## config.mk

```make
export PLATFORM = sky130hd
export DESIGN_NAME = mem_stage_unit
export DESIGN_NICKNAME = d
export VERILOG_FILES = /design/src/rtl/cpu_pkg.sv /design/src/rtl/mem_timeout_ctr.sv /design/src/rtl/mem_stage_unit.sv
export SDC_FILE = /design/constraint.sdc
export NUM_CORES = 1
export LEC_CHECK = 0
export ABC_AREA = 1
export CAP_MARGIN = 10
export CORE_UTILIZATION = 40
export DETAILED_ROUTE_END_ITERATION = 10
export MAX_ROUTING_LAYER = met4
export PLACE_DENSITY = 0.73
export SLEW_MARGIN = 5
export SYNTH_ARGS = -nofsm -noshare
export SYNTH_HDL_FRONTEND = slang
export SYNTH_SLANG_ARGS = --single-unit
```

## constraint.sdc

```tcl
create_clock -name clk -period 1.4 [get_ports clk]
set_input_delay 0.21 -clock clk [delete_from_list [all_inputs] [get_ports clk]]
set_output_delay 0.21 -clock clk [all_outputs]
set_load 0.005 [all_outputs]
```

## src/rtl/cpu_pkg.sv

```systemverilog
// rtl/cpu_pkg.sv - shared pipeline widths and memory-stage state type
package cpu_pkg;

  localparam int CPU_DATA_W  = 16;
  localparam int CPU_ADDR_W  = 16;
  localparam int CPU_WA_W    = 5;
  localparam int MEM_TIMEOUT = 16;

  typedef enum logic {
    IDLE = 1'b0,
    BUSY = 1'b1
  } mem_state_t;

endpackage

```

## src/rtl/mem_timeout_ctr.sv

```systemverilog
// rtl/mem_timeout_ctr.sv - BUSY-cycle counter flagging the last cycle an ack may arrive
module mem_timeout_ctr #(
  parameter int TIMEOUT = 16
) (
  input  logic clk,
  input  logic rst,
  input  logic clr_i,
  input  logic en_i,
  output logic tc_o
);

  localparam int CW = $clog2(TIMEOUT);

  logic [CW-1:0] cnt_q, cnt_d;

  always_comb begin
    cnt_d = cnt_q;
    if (clr_i) begin
      cnt_d = '0;
    end else if (en_i) begin
      cnt_d = cnt_q + CW'(1);
    end
  end

  always_ff @(posedge clk or negedge rst) begin
    if (!rst) begin
      cnt_q <= '0;
    end else begin
      cnt_q <= cnt_d;
    end
  end

  // The count holds completed no-ack BUSY cycles, so the request spans TIMEOUT-1 cycles in total.
  assign tc_o = (cnt_q == CW'(TIMEOUT - 2));

endmodule

```

## src/rtl/mem_stage_unit.sv

```systemverilog
// rtl/mem_stage_unit.sv - CPU memory stage: dmem req/ack access, upstream stall, writeback, timeout abort
module mem_stage_unit
  import cpu_pkg::*;
#(
  parameter int DATA_W  = CPU_DATA_W,
  parameter int ADDR_W  = CPU_ADDR_W,
  parameter int WA_W    = CPU_WA_W,
  parameter int TIMEOUT = MEM_TIMEOUT
) (
  input  logic              clk,
  input  logic              rst,
  input  logic              in_valid,
  input  logic              mem_bypass_in,
  input  logic              mem_we_in,
  input  logic              mux_in,
  input  logic [ADDR_W-1:0] alu_res_in,
  input  logic [DATA_W-1:0] rd2_in,
  input  logic [WA_W-1:0]   wa_in,
  output logic              stall_out,
  output logic              dmem_req,
  output logic              dmem_we,
  output logic [ADDR_W-1:0] dmem_addr,
  output logic [DATA_W-1:0] dmem_wdata,
  input  logic [DATA_W-1:0] dmem_rdata,
  input  logic              dmem_ack,
  output logic              wb_valid,
  output logic [DATA_W-1:0] wb_data,
  output logic [WA_W-1:0]   wb_wa,
  output logic              mem_err
);

  mem_state_t        state_q, state_d;
  logic              req_q, req_d;
  logic              we_q, we_d;
  logic [ADDR_W-1:0] addr_q, addr_d;
  logic [DATA_W-1:0] wdata_q, wdata_d;
  logic              mux_q, mux_d;
  logic [WA_W-1:0]   wa_q, wa_d;
  logic              wb_valid_q, wb_valid_d;
  logic [DATA_W-1:0] wb_data_q, wb_data_d;
  logic [WA_W-1:0]   wb_wa_q, wb_wa_d;
  logic              err_q, err_d;
  logic              stall_c;
  logic              busy, tc;

  assign busy = (state_q == BUSY);

  mem_timeout_ctr #(
    .TIMEOUT (TIMEOUT)
  ) u_timeout (
    .clk   (clk),
    .rst   (rst),
    .clr_i (!busy),
    .en_i  (busy && !dmem_ack),
    .tc_o  (tc)
  );

  always_comb begin
    state_d    = state_q;
    req_d      = req_q;
    we_d       = we_q;
    addr_d     = addr_q;
    wdata_d    = wdata_q;
    mux_d      = mux_q;
    wa_d       = wa_q;
    wb_valid_d = 1'b0;
    wb_data_d  = wb_data_q;
    wb_wa_d    = wb_wa_q;
    err_d      = 1'b0;
    stall_c    = 1'b0;

    case (state_q)
      IDLE: begin
        if (in_valid) begin
          if (mem_bypass_in) begin
            wb_valid_d = 1'b1;
            wb_data_d  = DATA_W'(alu_res_in);
            wb_wa_d    = wa_in;
          end else begin
            addr_d  = alu_res_in;
            wdata_d = rd2_in;
            we_d    = mem_we_in;
            mux_d   = mux_in;
            wa_d    = wa_in;
            req_d   = 1'b1;
            state_d = BUSY;
            stall_c = 1'b1;
          end
        end
      end
      BUSY: begin
        // An ack on the terminal cycle still completes the access normally.
        if (dmem_ack) begin
          state_d = IDLE;
          req_d   = 1'b0;
          if (!we_q) begin
            wb_valid_d = 1'b1;
            wb_data_d  = mux_q ? dmem_rdata : DATA_W'(addr_q);
            wb_wa_d    = wa_q;
          end
        end else if (tc) begin
          state_d = IDLE;
          req_d   = 1'b0;
          err_d   = 1'b1;
        end else begin
          stall_c = 1'b1;
        end
      end
      default: begin
        state_d = IDLE;
        req_d   = 1'b0;
      end
    endcase
  end

  always_ff @(posedge clk or negedge rst) begin
    if (!rst) begin
      state_q    <= IDLE;
      req_q      <= 1'b0;
      we_q       <= 1'b0;
      addr_q     <= '0;
      wdata_q    <= '0;
      mux_q      <= 1'b0;
      wa_q       <= '0;
      wb_valid_q <= 1'b0;
      wb_data_q  <= '0;
      wb_wa_q    <= '0;
      err_q      <= 1'b0;
    end else begin
      state_q    <= state_d;
      req_q      <= req_d;
      we_q       <= we_d;
      addr_q     <= addr_d;
      wdata_q    <= wdata_d;
      mux_q      <= mux_d;
      wa_q       <= wa_d;
      wb_valid_q <= wb_valid_d;
      wb_data_q  <= wb_data_d;
      wb_wa_q    <= wb_wa_d;
      err_q      <= err_d;
    end
  end

  // Gated by reset so upstream is released the instant reset asserts.
  assign stall_out  = rst & stall_c;
  assign dmem_req   = req_q;
  assign dmem_we    = we_q;
  assign dmem_addr  = addr_q;
  assign dmem_wdata = wdata_q;
  assign wb_valid   = wb_valid_q;
  assign wb_data    = wb_data_q;
  assign wb_wa      = wb_wa_q;
  assign mem_err    = err_q;

endmodule

```

==> flow_metrics.tcl, run 1 <==
set metrics [dict create \
    outcome "complete, but fails checks" \
    violations "setup timing" \
    synth_cell_types 20 \
    synthArstFlopShare 1.00 \
    synth_fp_nets 478 \
    cts_tree "built" \
    core_mm2 0.00781 \
    path_clk_slew_ns 0.07 \
    grt_pass1_vias 2995 \
    grt_pass1_wl_mm 13.8 \
    worstSetupPathType "flop to output pin" \
    hold_viol 0 \
    cts.path.max_buffers 2 \
    grtUsageTotal 0.214 \
    cp_cell_sequence "ha_4 > nand3_4 > nand2_2 > a21boi_2 > buf_2" \
    drc_errors 0 \
    fmax_mhz 660 \
    dp_hpwl_mm 5.72 \
    synth-edff-count 0 \
    antenna_found_initial 1 \
    fin_skew_ns 0.00639 \
    post_synth_inst_count 416 \
    vias_per_cell 4.72 \
    critical_path.endpoint_type "output pin" \
    crit_required_ns 1.19 \
    yosysTopAreaCell "dfrtp_1" \
    critPathMaxFanout 2 \
    drt_iter0_drc 100 \
    post-route-period-util 1.08 \
    start_util 0.416 \
    tightest_slew_ns 0.628 \
    h-tree-depth 3 \
    cts_sinks 68 \
    fillers 723 \
    synthFlopType "dfrtp_1" \
    cts_root_buffer "clkbuf_8" \
    maxSlewViolCount 0 \
    rsz0062_at_grt "yes" \
    stdcell_count 660 \
    vias 3112 \
    synthTopCellsByArea "dfrtp_1, nand2_1, nand3_1" \
    drtAntennaViolNets 0 \
    setup_tns_ns -0.139 \
    peakVddDrop_v 0.000629 \
    dp_cells 628 \
    yosysMostFrequentCell "nand2_1" \
    synth_warnings 0 \
    overflow 0 \
    finalWorstSetupSlack_ns -0.114 \
    crit_arrival_ns 1.30 \
    clk_latency_ns 0.33 \
    cts_buffers 9 \
    hold_slack_ns 0.432 \
    grt_max_degree 69 \
    firstDrtPassIters 4 \
    synth_common_cells "nand2_1, dfrtp_1, nand3_1" \
    area_growth_pct 49.4 \
    cpMaxStageDelayCell "dfrtp_1" \
    die_x_um 92.1 \
    dieArea_mm2 0.00848 \
    finalNetCount 615 \
    setup_violations 4 \
    syn_area_per_cell_um2 7.81 \
    slew_headroom 0.581 \
    drive_above_1_share 0.111 \
    cp-start-kind "flop" \
    min_period_ns 1.51 \
    ios 118 \
    rows 32 \
    seq_area_frac_synth 0.524 \
    slowest_delay_ns 0.41 \
    io_buffers 117 \
    cellLeakagePower_uw 0.00266 \
    wl_mm 8.49 \
    routedWlPerCell_um 12.9 \
    cap_viol_max_count 0 \
    die_h_um 92.1 \
    hold_path.class "input pin to flop" \
    syn-cell-area_mm2 0.00325 \
    power_density_mw_per_mm2 1210 \
    synth.ff_latch_count 68 \
    netlist.area_leader.share 0.524 \
    place_congestion 0.846 \
]
==> path summary, 6_finish.rpt <==
check	slack, ns	cells past startpoint	end	start
hold reg to reg	0.47	2	dmem_wdata[6]	dmem_wdata[6]
min in group asynchronous	0.58	3	dmem_addr[10]	rst
hold / removal	0.43	3	dmem_wdata[7]	rd2_in[7]
max in group asynchronous	0.51	3	busy	rst
setup / recovery	-0.11	5	stall_out	u_timeout.cnt_q[1]
setup reg to reg	-0.02	5	dmem_addr[11]	busy
==> layer usage <==
metal  vias up  part of all wire  track usage
met4         0             0.020       0.0872
li1       1562                 -            -
met2       102              0.48        0.358
met3        11             0.073       0.0498
met1      1437              0.42        0.249
met5         -                 0            -
==> report_power, final <==
group / total [uW] / internal, uW / switching (uW)
clock network: 1420 / 726 / 694
registers: 2590 / 2370 / 221
logic: 1860 / 998 / 857
total: 5870 / 4100 / 1770
==> registers in the layout, indices dropped and copies added (netlist names), 4 cells and up <==
register	flops
dmem_addr	16
wb_data	16
wa_q	5
u_timeout.cnt_q	4
dmem_wdata	16
wb_wa	5
==> cell usage in the layout (no fill, tap or decap), types with 2 or more instances in the layout <==
| cell type | count |
|---|---|
| clkinv_2 | 2 |
| dlymetal6s2s_1 | 8 |
| dfrtp_1 | 67 |
| nand2_1 | 157 |
| nor2_1 | 21 |
| dlygate4sd2_1 | 47 |
| inv_2 | 2 |
| o21ai_0 | 7 |
| clkbuf_1 | 2 |
| buf_4 | 26 |
| buf_12 | 4 |
| buf_2 | 2 |
| buf_6 | 2 |
| nand3_1 | 54 |
| inv_1 | 43 |
| clkdlybuf4s50_1 | 60 |
| a21oi_1 | 20 |
| clkbuf_8 | 11 |
| nor2_4 | 2 |
| o21ai_1 | 6 |
| nand2_2 | 4 |
==> cell families (layout without fill, tap and decap cells) <==
family / count (synthesis) / after routing / share of synthesized area
simple gates: 242 / 242 / 0.310
buf+inv: 70 / 211 / 0.105
compound gates: 34 / 34 / 0.0532
other cells: 0 / 1 / 0
flops: 68 / 68 / 0.524
fa+ha+maj: 2 / 2 / 0.00770
==> metrics by stage <==
stage / power [uW] / setup slack, ns / instance area [um2] / utilization
after floorplan: 3390 / 0.175 / 3250 / -
after global placement: 4510 / -0.376 / 4530 / 0.580
after detailed placement: 4560 / -0.390 / 4530 / 0.580
after CTS: 5910 / -0.148 / 4780 / 0.612
after global routing: 6270 / -0.168 / 4850 / 0.621
final: 5870 / -0.114 / 4850 / 0.621
==> final cells by class <==
cell class,instances,area (um2),area share
diodes,1,2.50,0.000516
well taps,102,128,0.0263
multi-input cells,278,1240,0.256
flip-flops and latches,68,1700,0.351
clock buffers,13,159,0.0327
inverters,46,176,0.0364
repair buffers,150,1430,0.295
clock inverters,2,10.0,0.00206
==> critical path, delay by kind of cell, from the launching register on <==
family	cells	cell delay, ns
AOI/OAI and AO/OA	1	0.13
buffers and inverters	1	0.12
adders and majority gates	1	0.18
and+or+nand+nor	2	0.14
DFF	1	0.41
==> repair_timing <==
item	4_1_cts	5_1_grt
endpoints found under the hold margin	24	0
gates resized for setup	61	17
setup endpoints to repair	73	71
gates cloned	0	0
pin swaps	2	3
hold buffers	1	0
setup buffers	13	2
No activity file was read; power rests on OpenSTA's default activity.
==> inputs of run 2 (changes only) <==
--- a/config.mk
+++ b/config.mk
@@ -11,7 +11,7 @@
 export DETAILED_ROUTE_END_ITERATION = 10
 export MAX_ROUTING_LAYER = met4
 export PLACE_DENSITY = 0.73
-export SLEW_MARGIN = 5
+export SLEW_MARGIN = 20
 export SYNTH_ARGS = -nofsm -noshare
 export SYNTH_HDL_FRONTEND = slang
 export SYNTH_SLANG_ARGS = --single-unit
==> results of run 2 <==
Final layout, timing and power as in run 1 (identical DEF).
==> patch 1 (settings of run 2) <==
The package constant `CPU_DATA_W` goes from 16 to 32.
--- a/src/rtl/cpu_pkg.sv
+++ b/src/rtl/cpu_pkg.sv
@@ -1,7 +1,7 @@
 // rtl/cpu_pkg.sv - shared pipeline widths and memory-stage state type
 package cpu_pkg;
 
-  localparam int CPU_DATA_W  = 16;
+  localparam int CPU_DATA_W  = 32;
   localparam int CPU_ADDR_W  = 16;
   localparam int CPU_WA_W    = 5;
   localparam int MEM_TIMEOUT = 16;
Ports: changed (resized dmem_rdata, dmem_wdata, rd2_in and wb_data); port bits go from 118 to 182. The function was not compared with the original's and may differ.
==> patch 1 against run 2 <==
- the flow still finishes with violations (setup timing)
- count of clock-buffer cells in the layout is 3 lower
- highest routed layer unchanged
- wire length is 49% higher
- area after synthesis is 38% higher
- design area is 42% higher
- total power is 40% higher
- clock power is 39% higher
- hold slack worse by 0.035 ns
- clock skew is 0.011 ns higher
- worst setup slack worse by 0.010 ns
- critical endpoint unchanged
- sequential share of layout area is 1.2 points higher
- maximum frequency is 0.67% lower
- sequential cell count is 32 higher
==> patch 1: results (changes against run 2) <==
* CP Max Fanout at 2 (unchanged)
* Vias at 4394 (was 3112)
* Drt first pass iters at 5 (was 4)
* Vias in the first global route at 4259 (was 2995)
* CTS buffer count at 9 (unchanged)
* First-pass GRT wire length at 19.8 mm (was 13.8 mm)
* Post-Place Cell Area at 6490 µm² (was 4530 µm²)
* Final net count at 856 (was 615)
* Max Clock Skew at 0.0175 ns (was 0.00639 ns)
* Ys async rst share at 100% (unchanged)
* Setup violators final at 2 (was 4)
* Top post-synthesis cells by area: dfrtp_1, nand2_1, nand3_1, inv_1, buf_2 (was dfrtp_1, nand2_1, nand3_1, inv_1, a21oi_1)
* Sum Neg Setup Slack at -0.134 ns (was -0.139 ns)
* H-tree depth at 3 (unchanged)
* Largest net degree at the start of global routing at 101 (was 69)
* Synthesized net count at 652 (was 478)
* Synth cell types at 20 (unchanged)
* Layout cells sized above 1 at 10.1% (was 11.1%)
* Non-Filler Instances at 905 (was 660)
* ANT cells at 0 (was 1)
* Dpl cells at 866 (was 628)
* Post-synthesis sequential area ratio at 55.8% (was 52.4%)
* Hold Crit Class: input port to register (unchanged)
* DP Wirelength at 8.48 mm (was 5.72 mm)
* Slew headroom at 65.3% (was 58.1%)
* Clock-pin slew on the worst setup and hold paths at 0.10 ns (was 0.07 ns)
* Worst-Skew Late Latency at 0.36 ns (was 0.33 ns)
* Failing checks: setup timing (unchanged)
* Clock Path Buffers at 2 (unchanged)
* Status: finished with violations (unchanged)
* Fill count at 965 (was 723)
* Initial antenna violation count at 0 (was 1)
* Leak Pwr at 3.76 nW (was 2.66 nW)
* Count of buffers from port buffering at 181 (was 117)
* Root Buffer: clkbuf_8 (unchanged)
* GRT Total Usage at 22.3% (was 21.4%)
* Final worst slack at -0.125 ns (was -0.114 ns)
* Synth Warn # at 0 (unchanged)
* Peak VDD IR at 539 µV (was 629 µV)
* DRT iter0 DRCs at 235 (was 100)
* Sw frac at 29.8% (was 30.2%)
* Commonest cells post-synth: nand2_1, nand3_1, dfrtp_1 (was nand2_1, dfrtp_1, nand3_1)
* DP Worst Slack at -0.465 ns (was -0.390 ns)
* Final GP Congestion at 0.810 (was 0.846)
* Total wire length at 12.7 mm (was 8.49 mm)
* Avg Cell Area, Syn at 8.03 µm² (was 7.81 µm²)
[patch 1: cell count changes in the layout (fill, tap and decap cells not counted), moves of 3 or more]
| cell | run 2 | this run |
|---|---|---|
| inv_2 | 2 | 5 |
| buf_4 | 26 | 38 |
| dlygate4sd2_1 | 47 | 89 |
| clkdlybuf4s50_1 | 60 | 90 |
| nand3_1 | 54 | 102 |
| nand2_1 | 157 | 206 |
| dfrtp_1 | 67 | 99 |
| dlymetal6s2s_1 | 8 | 0 |
[patch 1: kinds of logic (layout without fill, tap and decap cells)]
logic type	count (synthesis)	after routing	share of synthesized area [%]
AO/OA/AOI/OAI	34	34	3.85
flip-flops	100	100	55.8
adder cells (fa/ha/maj)	2	2	0.558
AND/OR/NAND/NOR	339	339	31.5
buffers and inverters	83	290	8.29
[patch 1: repair_timing]
item,in CTS,in global routing
hold buffers,1,0
setup buffers,20,3
pin swaps,2,2
cloned,0,2
resized for setup,110,9
endpoints found under the setup margin,134,54
hold endpoints to repair,100,0
[patch 1: layout make-up]
type | instances | share of cell area [%]
Sequential cell | 100 | 36.3
Timing Repair Buffer | 229 | 31.4
Multi-Input combinational cell | 375 | 24.3
Inverter | 47 | 2.56
Tap cell | 140 | 2.54
Clock buffer | 10 | 1.85
Clock inverter | 4 | 1.11
[patch 1: path summary, 6_finish.rpt]
path                               startpoint             end  slack (ns)  depth (start not counted)
max                        u_timeout.cnt_q[1]       stall_out       -0.12                          5
min                            dmem_rdata[16]     wb_data[16]        0.40                          3
max reg2reg                              busy           mux_q       -0.01                          5
min reg2reg                    dmem_wdata[14]  dmem_wdata[14]        0.48                          2
max in group asynchronous                 rst            busy        0.48                          3
min in group asynchronous                 rst   dmem_wdata[4]        0.50                          3
[patch 1: power groups by stage]
stage          sequential [W]  clock, W  combinational, W
2_1_floorplan         0.00382         0          0.000921
3_3_place_gp          0.00380         0           0.00257
3_5_place_dp          0.00381         0           0.00263
4_1_cts               0.00374   0.00201           0.00247
5_1_grt               0.00381   0.00213           0.00278
6_report              0.00375   0.00197           0.00250
[patch 1: routing by layer]
layer / GRT usage (%) / share of wire [%]
met2: 36.1 / 48
met3: 5.15 / 7.5
met1: 27.9 / 44
met5: - / 0
met4: 6.85 / 0.99
[patch 1: tightest hold or removal path: cells and delay by family]
| family | cells | cell delay [ns] |
|---|---|---|
| buffers and inverters | 1 | 0.39 |
| AND/OR/NAND/NOR | 2 | 0.11 |
[patch 1: metrics by stage]
step | utilization [%] | hold WS (ns) | total power, W
2_1_floorplan | - | -0.0856 | 0.00475
3_3_place_gp | 59.6 | 0.349 | 0.00637
3_5_place_dp | 59.6 | 0.349 | 0.00644
4_1_cts | 62.4 | 0.378 | 0.00823
5_1_grt | 63.3 | 0.390 | 0.00872
6_report | 63.3 | 0.397 | 0.00821
==> patch 2 (flow settings as in run 2) <==
Without the edit above. Remove the register `err_q`: a continuous assignment takes its place, so the output `mem_err` follows one clock earlier.
--- a/src/rtl/mem_stage_unit.sv
+++ b/src/rtl/mem_stage_unit.sv
@@ -125,7 +125,6 @@
       wb_valid_q <= 1'b0;
       wb_data_q  <= '0;
       wb_wa_q    <= '0;
-      err_q      <= 1'b0;
     end else begin
       state_q    <= state_d;
       req_q      <= req_d;
@@ -137,9 +136,10 @@
       wb_valid_q <= wb_valid_d;
       wb_data_q  <= wb_data_d;
       wb_wa_q    <= wb_wa_d;
-      err_q      <= err_d;
     end
   end
+
+  assign err_q = err_d;
 
   // Gated by reset so upstream is released the instant reset asserts.
   assign stall_out  = rst & stall_c;
Check against the original RTL: same outputs for any inputs over 10 cycles, from zero or initial values and one cycle with rst low; that may be too few to reach the edited logic, so the function may still have changed.
==> patch 2 against run 2 <==
- the flow still finishes with violations (setup timing)
- clock skew rose by 0.0018 ns
- worst setup slack improved by 0.022 ns
- combinational power decreased by 3%
- core utilization shrank 0.68 points
- critical path depth stayed put
- wire length grew 2.2%
- design area decreased by 1.6%
- total power is 2.5% higher
- sequential cell count fell by 1
- area after synthesis decreased by 0.77%
==> patch 2: results (changes against run 2) <==
* Setup violators final at 2 (was 4)
* Vias in the first global route at 3172 (was 2995)
* Commonest cells post-synth: nand2_1, dfrtp_1, nand3_1 (unchanged)
* Hold Crit Class: input port to register (unchanged)
* GRT Total Usage at 22.5% (was 21.4%)
* Worst-Skew Late Latency at 0.34 ns
* Peak VDD IR at 597 µV (was 629 µV)
* MaxCap Viol Count at 0 (unchanged)
* Cell-internal power at 0.00415 W (was 0.00410 W)
* Reg-to-reg slack, setup at 0.02 ns (was -0.02 ns)
* H-tree depth at 3 (unchanged)
* Clock Path Buffers at 2 (unchanged)
* Status: finished with violations (unchanged)
* Top post-synthesis cells by area: dfrtp_1, nand2_1, nand3_1, inv_1, a21oi_1 (unchanged)
* Fin Hold WS at 0.425 ns (was 0.432 ns)
* CP Max Fanout at 2 (unchanged)
* Vias at 3085 (was 3112)
* Crit path arrival time at 1.28 ns (was 1.30 ns)
* Final net count at 610 (was 615)
* DRT iter0 DRCs at 172 (was 100)
* Synth Warn # at 0 (unchanged)
* Max stage delay on crit path at around 0.42 ns
* Worst r2r src: busy (unchanged)
* Largest net degree at the start of global routing at 68 (was 69)
* Crit. Startpoint: u_timeout.cnt_q[1] (unchanged)
* Synth cell types at 20 (unchanged)
* Post-synthesis sequential area ratio at 52.0% (was 52.4%)
* Final worst slack at -0.0926 ns (was -0.114 ns)
* Initial antenna violation count at 0 (was 1)
* Synth Flop Type: dfrtp_1 (unchanged)
* Leak Pwr at 2.59 nW (was 2.66 nW)
* Critical path's top delay family: flip-flops (unchanged)
* DP Worst Slack at -0.410 ns (was -0.390 ns)
* DP Wirelength at 5.95 mm (was 5.72 mm)
* Tightest Pin Transition at 0.614 ns (was 0.628 ns)
* Layout cells sized above 1 at 10.8% (was 11.1%)
* Max-slew violation count at 0 (unchanged)
* Root Buffer: clkbuf_8 (unchanged)
* First-pass GRT wire length at 14.4 mm (was 13.8 mm)
* Drt first pass iters at 4 (unchanged)
* Hold_sp: rd2_in[1] (was rd2_in[7])
* Synthesized net count at 477 (was 478)
* Clock-pin slew on the worst setup and hold paths at 0.07 ns (about the same)
* Fill count at 720 (was 723)
* CTS buffer count at 9 (unchanged)
* Avg WL per Cell at 13.2 µm (was 12.9 µm)
* Max Clock Skew at 0.00818 ns (was 0.00639 ns)
* Ys async rst share at 100% (unchanged)
* ANT cells at 0 (was 1)
* Failing checks: setup timing (unchanged)
* Final GP Congestion at 0.849 (was 0.846)
* Slowest stage cell on the critical path: dfrtp_1 (unchanged)
* Count of buffers from port buffering at 117 (unchanged)
patch 2: final timing paths:
kind / to / cells past startpoint
worst min register to register: dmem_wdata[15] / 2
max in group asynchronous: u_timeout.cnt_q[1] / 3
worst max register to register: dmem_addr[8] / 5
worst max-delay path: stall_out / 5
min in group asynchronous: u_timeout.cnt_q[2] / 3
worst min-delay path: dmem_wdata[1] / 3
patch 2: stage by stage:
step	power, W	cells	TNS [ns]	instance area [µm²]	util (%)
after floorplan	0.00336	415	0	3220	-
after global placement	0.00449	629	-12.74	4520	58.2
after detailed placement	0.00455	629	-14.41	4520	58.2
after CTS	0.00605	654	-0.202	4740	61.0
after global routing	0.00639	655	-2.86	4770	61.5
final	0.00602	655	-0.123	4770	61.5
patch 2: power groups by stage:
stage          Clock [W]  Sequential [W]  Combinational [W]
6_report         0.00165         0.00257            0.00180
5_1_grt          0.00176         0.00262            0.00201
4_1_cts          0.00169         0.00256            0.00180
3_5_place_dp           0         0.00261            0.00194
3_3_place_gp           0         0.00260            0.00189
2_1_floorplan          0         0.00261           0.000744
patch 2: area by class of cell:
class	instances	share of cell area (%)
multi-input combinational	278	25.9
tap	102	2.67
inverter	46	3.69
clock buffer	10	2.88
timing repair buffer	146	28.4
sequential	67	35.1
clock inverter	6	1.34
patch 2: worst min-delay path: cells and delay by family:
kind          cells  cell delay, ns
buf+inv           1            0.39
simple gates      2            0.13
patch 2: metal layers:
metal,global-route usage [%],up-vias,wire (µm)
met5,-,-,0
met4,8.59,0,184
met3,4.73,20,631
met2,37.0,112,4090
met1,27.2,1404,3770
li1,-,1549,-
patch 2: timing repair:
action	in CTS	in global routing
hold buffers	1	0
buffers inserted	8	1
gates resized for setup	69	8
endpoints found under the hold margin	67	0
setup endpoints to repair	81	63
cloned	0	0
pin swaps	4	3
patch 2: cell families (layout without fill, tap and decap cells):
family,Yosys count,in the layout,synth area share (%)
and+or+nand+nor,242,242,31.3
DFF,67,67,52.0
AOI/OAI and AO/OA,34,34,5.36
adders and majority gates,2,2,0.776
buffers and inverters,70,208,10.6
